## src/rtl/generador_sensores.sv

```systemverilog
// rtl/generador_sensores.sv - two-beam sensor stimulus generator for the parking barrier
module generador_sensores #(
  parameter int DWELL_W = 8,
  parameter int CNT_W   = 8
) (
  input  logic               clk,
  input  logic               reset,
  input  logic               start,
  input  logic               dir,
  input  logic [DWELL_W-1:0] dwell,
  input  logic               abort,
  output logic [1:0]         sensor,
  output logic               busy,
  output logic               done,
  output logic               aborted,
  output logic [CNT_W-1:0]   n_entradas,
  output logic [CNT_W-1:0]   n_salidas
);

  typedef enum logic [1:0] {IDLE, FASE1, FASE2, FASE3} estado_t;

  estado_t            state;
  logic               dir_q;
  logic [DWELL_W-1:0] dwell_q;
  logic [DWELL_W-1:0] fase_cnt;

  // Sequence FSM: phase timing, registered beam pattern, status pulses and saturating counters
  always_ff @(posedge clk or negedge reset) begin
    if (!reset) begin
      state      <= IDLE;
      dir_q      <= 1'b0;
      dwell_q    <= '0;
      fase_cnt   <= '0;
      sensor     <= 2'b00;
      busy       <= 1'b0;
      done       <= 1'b0;
      aborted    <= 1'b0;
      n_entradas <= '0;
      n_salidas  <= '0;
    end else begin
      done    <= 1'b0;
      aborted <= 1'b0;
      if (state == IDLE) begin
        // abort is meaningless here, so it never blocks a start
        if (start) begin
          state    <= FASE1;
          fase_cnt <= '0;
          dir_q    <= dir;
          dwell_q  <= (dwell == '0) ? DWELL_W'(1) : dwell;
          sensor   <= dir ? 2'b01 : 2'b10;
          busy     <= 1'b1;
        end
      end else if (abort) begin
        // abort wins over a coincident FASE3 completion: nothing is counted
        state    <= IDLE;
        fase_cnt <= '0;
        sensor   <= 2'b00;
        busy     <= 1'b0;
        aborted  <= 1'b1;
      end else if (fase_cnt == dwell_q - DWELL_W'(1)) begin
        fase_cnt <= '0;
        case (state)
          FASE1: begin
            state  <= FASE2;
            sensor <= 2'b11;
          end
          FASE2: begin
            state  <= FASE3;
            sensor <= dir_q ? 2'b10 : 2'b01;
          end
          default: begin
            state  <= IDLE;
            sensor <= 2'b00;
            busy   <= 1'b0;
            done   <= 1'b1;
            if (!dir_q) begin
              if (n_entradas != '1) n_entradas <= n_entradas + CNT_W'(1);
            end else begin
              if (n_salidas != '1) n_salidas <= n_salidas + CNT_W'(1);
            end
          end
        endcase
      end else begin
        fase_cnt <= fase_cnt + DWELL_W'(1);
      end
    end
  end

endmodule
```

## config.mk

```make
export PLATFORM = sky130hd
export DESIGN_NAME = generador_sensores
export DESIGN_NICKNAME = d
export VERILOG_FILES = /design/src/rtl/generador_sensores.sv
export SDC_FILE = /design/constraint.sdc
export NUM_CORES = 1
export LEC_CHECK = 0
export ABC_CLOCK_PERIOD_IN_PS = 3200
export BUFFER_PORTS_ARGS = -buffer_cell sky130_fd_sc_hd__buf_2
export CAP_MARGIN = 5
export CELL_PAD_IN_SITES_DETAIL_PLACEMENT = 1
export CELL_PAD_IN_SITES_GLOBAL_PLACEMENT = 2
export CORE_ASPECT_RATIO = 0.9
export CORE_MARGIN = 5
export CORE_UTILIZATION = 37
export CTS_BUF_LIST = sky130_fd_sc_hd__clkbuf_4
export DETAILED_ROUTE_END_ITERATION = 10
export MAX_ROUTING_LAYER = met4
export PLACE_DENSITY_LB_ADDON = 0.05
export SETUP_SLACK_MARGIN = 0.2
export SYNTH_ARGS = -nofsm -noshare
export SYNTH_HDL_FRONTEND = slang
export SYNTH_SLANG_ARGS = --single-unit
```

## constraint.sdc

```tcl
create_clock -name clk -period 3.2 [get_ports clk]
set_input_delay 0.96 -clock clk [delete_from_list [all_inputs] [get_ports clk]]
set_output_delay 0.96 -clock clk [all_outputs]
set_load 0.05 [all_outputs]
```

==> results.sh, run 1 <==
export IMPL_ant_nets=0
export IMPL_cts_tree="done"
export IMPL_period_minus_slack_ns=2.93
export IMPL_die_area_um2=7490
export IMPL_critPathKind="reg2reg"
export IMPL_yosys_area_top_type="dfrtp_1"
export IMPL_postSynthCellCount=211
export IMPL_grt_ovfl_total=0
export IMPL_post_route_period_util_pct=91.4
export IMPL_die_y_um=82.6
export IMPL_outcome="complete, no violations"
export IMPL_area_delta_synth_final_pct=18.6
export IMPL_cts_buffers=5
export IMPL_rsz0062_at_grt="false"
export IMPL_yosys_top_cells_area="dfrtp_1 (46%), xnor2_1 (6.5%), mux2_2 (4.7%)"
export IMPL_grt_usage_pct=16.1
export IMPL_fmax_mhz=342
export IMPL_final_cell_mix="dfrtp_1 (40), buf_2 (33), nand2_1 (18)"
export IMPL_ctsHoldBuffers=0
export IMPL_drt_total_wl_um=5720
export IMPL_syn_nets=231
export IMPL_numClockSinks=40
export IMPL_io_pins=34
export IMPL_grt_pass1_wl_um=9430
export IMPL_max_stage_delay_ns=0.55
export IMPL_drive_gt1_share_pct=28.2
export IMPL_yosysSeqAreaShare_pct=46.2
export IMPL_worstMarginPinSlew_ns=0.910
export IMPL_cts_root_buf="clkbuf_4"
export IMPL_fillers=657
export IMPL_gp_congestion=0.809
export IMPL_p_leak_nw=1.17
export IMPL_crit_chain="inv_1, ha_2, or3b_2, o31ai_1, nand3_1, or3_4, or4_4, mux2_4"
export IMPL_h_tree_depth=2
export IMPL_regArea_um2=1000
export IMPL_hpwlAfterDp_um=4310
export IMPL_grt_pass1_vias=1933
export IMPL_relSlewSlack_pct=39.3
export IMPL_drt_iter0_markers=36
export IMPL_multi_input_area_um2=1160
export IMPL_hold_viol_final=0
export IMPL_critical_path_buf_inv_count=1
export IMPL_dieWidth_um=90.7
export IMPL_grt_max_degree=41
export IMPL_drv_cap=0
export IMPL_port_buffers=33
export IMPL_p_per_area_nw_per_um2=742
export IMPL_final_max_slew_violation_count=0
export IMPL_final_common_cell="dfrtp_1"
export IMPL_grt_antenna_before_repair=0
export IMPL_vdd_drop_max_mv=0.277
export IMPL_core_area_um2=5690
export IMPL_synth_avg_cell_area_um2=10.3
export IMPL_avgViaCountPerCell=5.36
export IMPL_route_detailed_drc=0
export IMPL_cp_top_family="simple AND/OR/NAND/NOR gates"
export IMPL_first_pass_iters=4
export IMPL_clockBufferDepth=2
export IMPL_fin_setup_tns_ns=0
export IMPL_setup_viol=0
export IMPL_regToRegSetupSlack_ns=0.27
export IMPL_ys_types=41
export IMPL_synth_warnings=0
export IMPL_start_util_pct=38.1
export IMPL_required_ns=3.45
export IMPL_crit_slowest_cell="or4_4"
export IMPL_clkLatencyLatePin_ns=0.35
export IMPL_clkSlewWorstSetupHoldPaths_ns=0.13
export IMPL_hp_class="reg2reg"
export IMPL_synth_top_area_share_pct=46.2
export IMPL_path_max_fanout=4
export IMPL_arrival_ns=3.17
export IMPL_timing_hold_ws_ns=0.501
export IMPL_via_count=1741
export IMPL_start_kind="flip-flop"
export IMPL_wl_per_cell_um=17.6
export IMPL_end_kind="flip-flop"
export IMPL_synthesis_area_um2=2170
export IMPL_rows=26
export IMPL_synth_seq_cells=40
export IMPL_diodes=0
export IMPL_skew_ns=0.00996
export IMPL_nNetsFinal=274
Yosys cell counts (all sizes together):
| cell type | count |
|---|---|
| a2111oi | 1 |
| a211oi | 3 |
| a21o | 1 |
| a21oi | 10 |
| a221oi | 1 |
| a311o | 1 |
| a31o | 1 |
| a32o | 1 |
| a41oi | 1 |
| and2 | 1 |
| and3 | 6 |
| buf | 1 |
| clkbuf | 2 |
| dfrtp | 40 |
| ha | 7 |
| inv | 7 |
| mux2 | 10 |
| nand2 | 18 |
| nand2b | 4 |
| nand3 | 6 |
| nand3b | 1 |
| nand4 | 11 |
| nor2 | 15 |
| nor2b | 5 |
| nor3 | 5 |
| nor4 | 3 |
| o211ai | 1 |
| o21ai | 6 |
| o221a | 1 |
| o22ai | 1 |
| o311a | 1 |
| o31ai | 2 |
| or2 | 1 |
| or3 | 3 |
| or3b | 2 |
| or4 | 4 |
| xnor2 | 16 |
| xor2 | 11 |
final timing paths:
path	startpoint	endpoint	cells past startpoint
worst min register to register	n_entradas[6]	n_entradas[6]	1
min in group asynchronous	reset	n_salidas[3]	1
worst max-delay path	dwell_q[0]	n_salidas[7]	8
worst min-delay path	n_entradas[6]	n_entradas[6]	1
worst max register to register	dwell_q[0]	n_salidas[7]	8
max in group asynchronous	reset	fase_cnt[0]	1
stage by stage:
stage	utilization (%)	power, mW	std cells	instance area, µm²	setup WS (ns)
2_1_floorplan	-	1.28	211	2170	0.290
3_3_place_gp	42.6	1.47	314	2420	0.306
3_5_place_dp	42.6	1.50	314	2420	0.140
4_1_cts	44.3	1.87	323	2520	0.237
5_1_grt	45.2	2.03	325	2570	0.205
6_report	45.2	1.91	325	2570	0.275
logic make-up after synthesis:
group | Yosys count | share of synthesized area [%]
muxes | 10 | 5.37
and+or+nand+nor | 85 | 21.2
adders and majority gates | 7 | 4.04
xor gates and xnor gates | 27 | 10.9
DFF | 40 | 46.2
AOI/OAI and AO/OA | 32 | 10.2
buffers and inverters | 10 | 2.08
power breakdown:
| part | switching (mW) | internal, mW | total, mW |
|---|---|---|---|
| Combinational | 0.477 | 0.319 | 0.796 |
| Clock | 0.182 | 0.167 | 0.349 |
| Sequential | 0.154 | 0.609 | 0.763 |
| Total | 0.814 | 1.09 | 1.91 |
area by class of cell:
| cell class | count | share of cell area (%) |
|---|---|---|
| Multi-Input combinational cell | 161 | 45.2 |
| Sequential cell | 40 | 38.9 |
| Timing Repair Buffer | 39 | 8.17 |
| Tap cell | 70 | 3.40 |
| Clock inverter | 3 | 1.80 |
| Clock buffer | 5 | 1.46 |
| Inverter | 7 | 1.02 |
layer usage:
layer	share of wire, %	global-route usage (%)	vias to the layer above
met5	0	-	-
met4	1.2	3.72	0
met3	2.9	3.17	7
met2	50	28.3	28
met1	45	19.4	857
li1	-	-	849
sequential cells by signal (all words and copies together) (netlist names):
signal,count
aborted,1
busy,1
dir_q,1
done,1
dwell_q,8
fase_cnt,8
n_entradas,8
n_salidas,8
sensor,2
state,2
timing repair:
| item | 4_1_cts | 5_1_grt |
|---|---|---|
| pin swaps | 1 | 1 |
| hold endpoints to repair | 0 | 0 |
| setup endpoints to repair | 3 | 3 |
| setup buffers | 1 | 2 |
| gates resized for setup | 1 | 6 |
| cloned | 0 | 0 |
(Power assumes the default switching activity.)
==> inputs of run 2 (changes only) <==
- CORE_ASPECT_RATIO: 0.9 -> 1.75
==> run 2 against run 1 <==
Compared with the run above:
- clock power grew 17%
- sequential power up 0.5%
- clock skew rose by 0.010 ns
==> results.sh, run 2 (synthesis gave the netlist of run 1 again) <==
export IMPL_outcome="complete, no violations"
export IMPL_cts_root_buf="clkbuf_4"
export IMPL_nNetsFinal=277
export IMPL_post_route_period_util_pct=89.5
export IMPL_cp_top_family="simple AND/OR/NAND/NOR gates"
export IMPL_numClockSinks=40
export IMPL_fin_setup_tns_ns=0
export IMPL_grt_pass1_wl_um=9870
export IMPL_regArea_um2=1000
export IMPL_final_util_pct=44.8
export IMPL_crit_slowest_cell="or4_1"
export IMPL_clkLatencyLatePin_ns=0.35
export IMPL_clkSlewWorstSetupHoldPaths_ns=0.12
export IMPL_worstMarginPinSlew_ns=0.940
export IMPL_required_ns=3.43
export IMPL_p_per_area_nw_per_um2=759
export IMPL_dp_cells=325
export IMPL_gp_congestion=0.830
export IMPL_diodes=0
export IMPL_ctsHoldBuffers=0
export IMPL_die_area_um2=7550
export IMPL_hpwlAfterDp_um=4400
export IMPL_drv_cap=0
export IMPL_hold_viol_final=0
export IMPL_fmax_mhz=349
export IMPL_dpl_instance_area_um2=2460
export IMPL_ant_nets=0
export IMPL_clockBufferDepth=2
export IMPL_via_count=1762
export IMPL_final_max_slew_violation_count=0
export IMPL_cts_tree="done"
export IMPL_dieWidth_um=67.9
export IMPL_grt_ovfl_total=0
export IMPL_setup_viol=0
export IMPL_hp_class="reg2reg"
export IMPL_start_kind="flip-flop"
export IMPL_max_stage_delay_ns=0.54
export IMPL_crit_chain="inv_1, ha_2, or3b_4, o31ai_1, nand3_1, or3_4, buf_4, or4_1, xnor2_1"
export IMPL_path_max_fanout=8
export IMPL_port_buffers=33
export IMPL_met1_usage_pct=20.1
export IMPL_core_area_um2=5790
export IMPL_wl_per_cell_um=17.4
export IMPL_grt_pass1_vias=1941
export IMPL_regToRegSetupSlack_ns=0.34
export IMPL_multi_input_area_um2=1140
export IMPL_r2r_start="dwell_q[0]"
export IMPL_skew_ns=0.0202
export IMPL_drt_total_wl_um=5830
export IMPL_grt_busiest_layer="met2"
export IMPL_io_pins=34
export IMPL_drt_iter0_markers=69
export IMPL_route_detailed_drc=0
export IMPL_p_leak_nw=1.20
export IMPL_area_delta_synth_final_pct=19.6
export IMPL_critical_path_buf_inv_count=2
export IMPL_grt_max_degree=41
export IMPL_grt_antenna_before_repair=0
export IMPL_period_minus_slack_ns=2.86
export IMPL_rsz0062_at_grt="false"
export IMPL_start_util_pct=37.5
export IMPL_grt_usage_pct=17.5
export IMPL_cts_buffers=5
export IMPL_avgViaCountPerCell=5.26
export IMPL_worstHoldStart="n_entradas[4]"
export IMPL_use_met2_pct=30.6
export IMPL_end_kind="flip-flop"
export IMPL_h_tree_depth=2
export IMPL_finalNonFillerCells=335
export IMPL_die_y_um=111
export IMPL_relSlewSlack_pct=37.4
export IMPL_critPathKind="reg2reg"
export IMPL_fillers=666
export IMPL_arrival_ns=3.09
export IMPL_drive_gt1_share_pct=27.6
export IMPL_startpoint="dwell_q[0]"
export IMPL_design_area_um2=2590
export IMPL_first_pass_iters=4
export IMPL_final_cell_mix="dfrtp_1 (40), buf_2 (33), nand2_1 (18)"
export IMPL_gr_usage_met3_pct=2.64
export IMPL_final_common_cell="dfrtp_1"
export IMPL_vdd_drop_max_mv=0.397
export IMPL_rows=37
[run 2: final cells by class]
type                            count  area share, %
Clock inverter                      2           2.32
Multi-Input combinational cell    161           43.9
Tap cell                           78           3.76
Inverter                            7           1.01
Clock buffer                        5           1.45
Sequential cell                    40           38.6
Timing Repair Buffer               42           8.98
[run 2: path summary, 6_finish.rpt]
path,depth (start not counted),to
hold / removal,1,n_entradas[4]
max in group asynchronous,1,n_entradas[5]
setup / recovery,9,n_salidas[6]
min in group asynchronous,1,fase_cnt[2]
hold reg to reg,1,n_entradas[4]
setup reg to reg,9,n_salidas[6]
[run 2: what timing repair did]
action,4_1_cts,5_1_grt
endpoints found under the hold margin,0,0
setup buffers,0,3
gates resized for setup,0,4
setup endpoints to repair,0,2
[run 2: per-layer routing]
metal  routed length (µm)  up-vias
li1                     -      846
met1                 2360      887
met5                    0        -
met4                   91        0
met3                  111        8
met2                 3260       21
[run 2: stage by stage]
stage | total power [mW] | setup slack [ns] | hold WS [ns]
global route | 2.10 | 0.219 | 0.537
detailed placement | 1.53 | 0.242 | 0.482
floorplan | 1.28 | 0.290 | 0.525
CTS | 1.95 | 0.204 | 0.502
global placement | 1.52 | 0.304 | 0.472
finish | 1.97 | 0.338 | 0.493
[run 2: report_power, final]
group	switching (mW)	total (mW)	internal (mW)	leakage, nW
logic	0.466	0.792	0.326	0.618
clock network	0.168	0.407	0.239	0.0513
registers	0.158	0.767	0.609	0.528
total	0.792	1.97	1.17	1.20
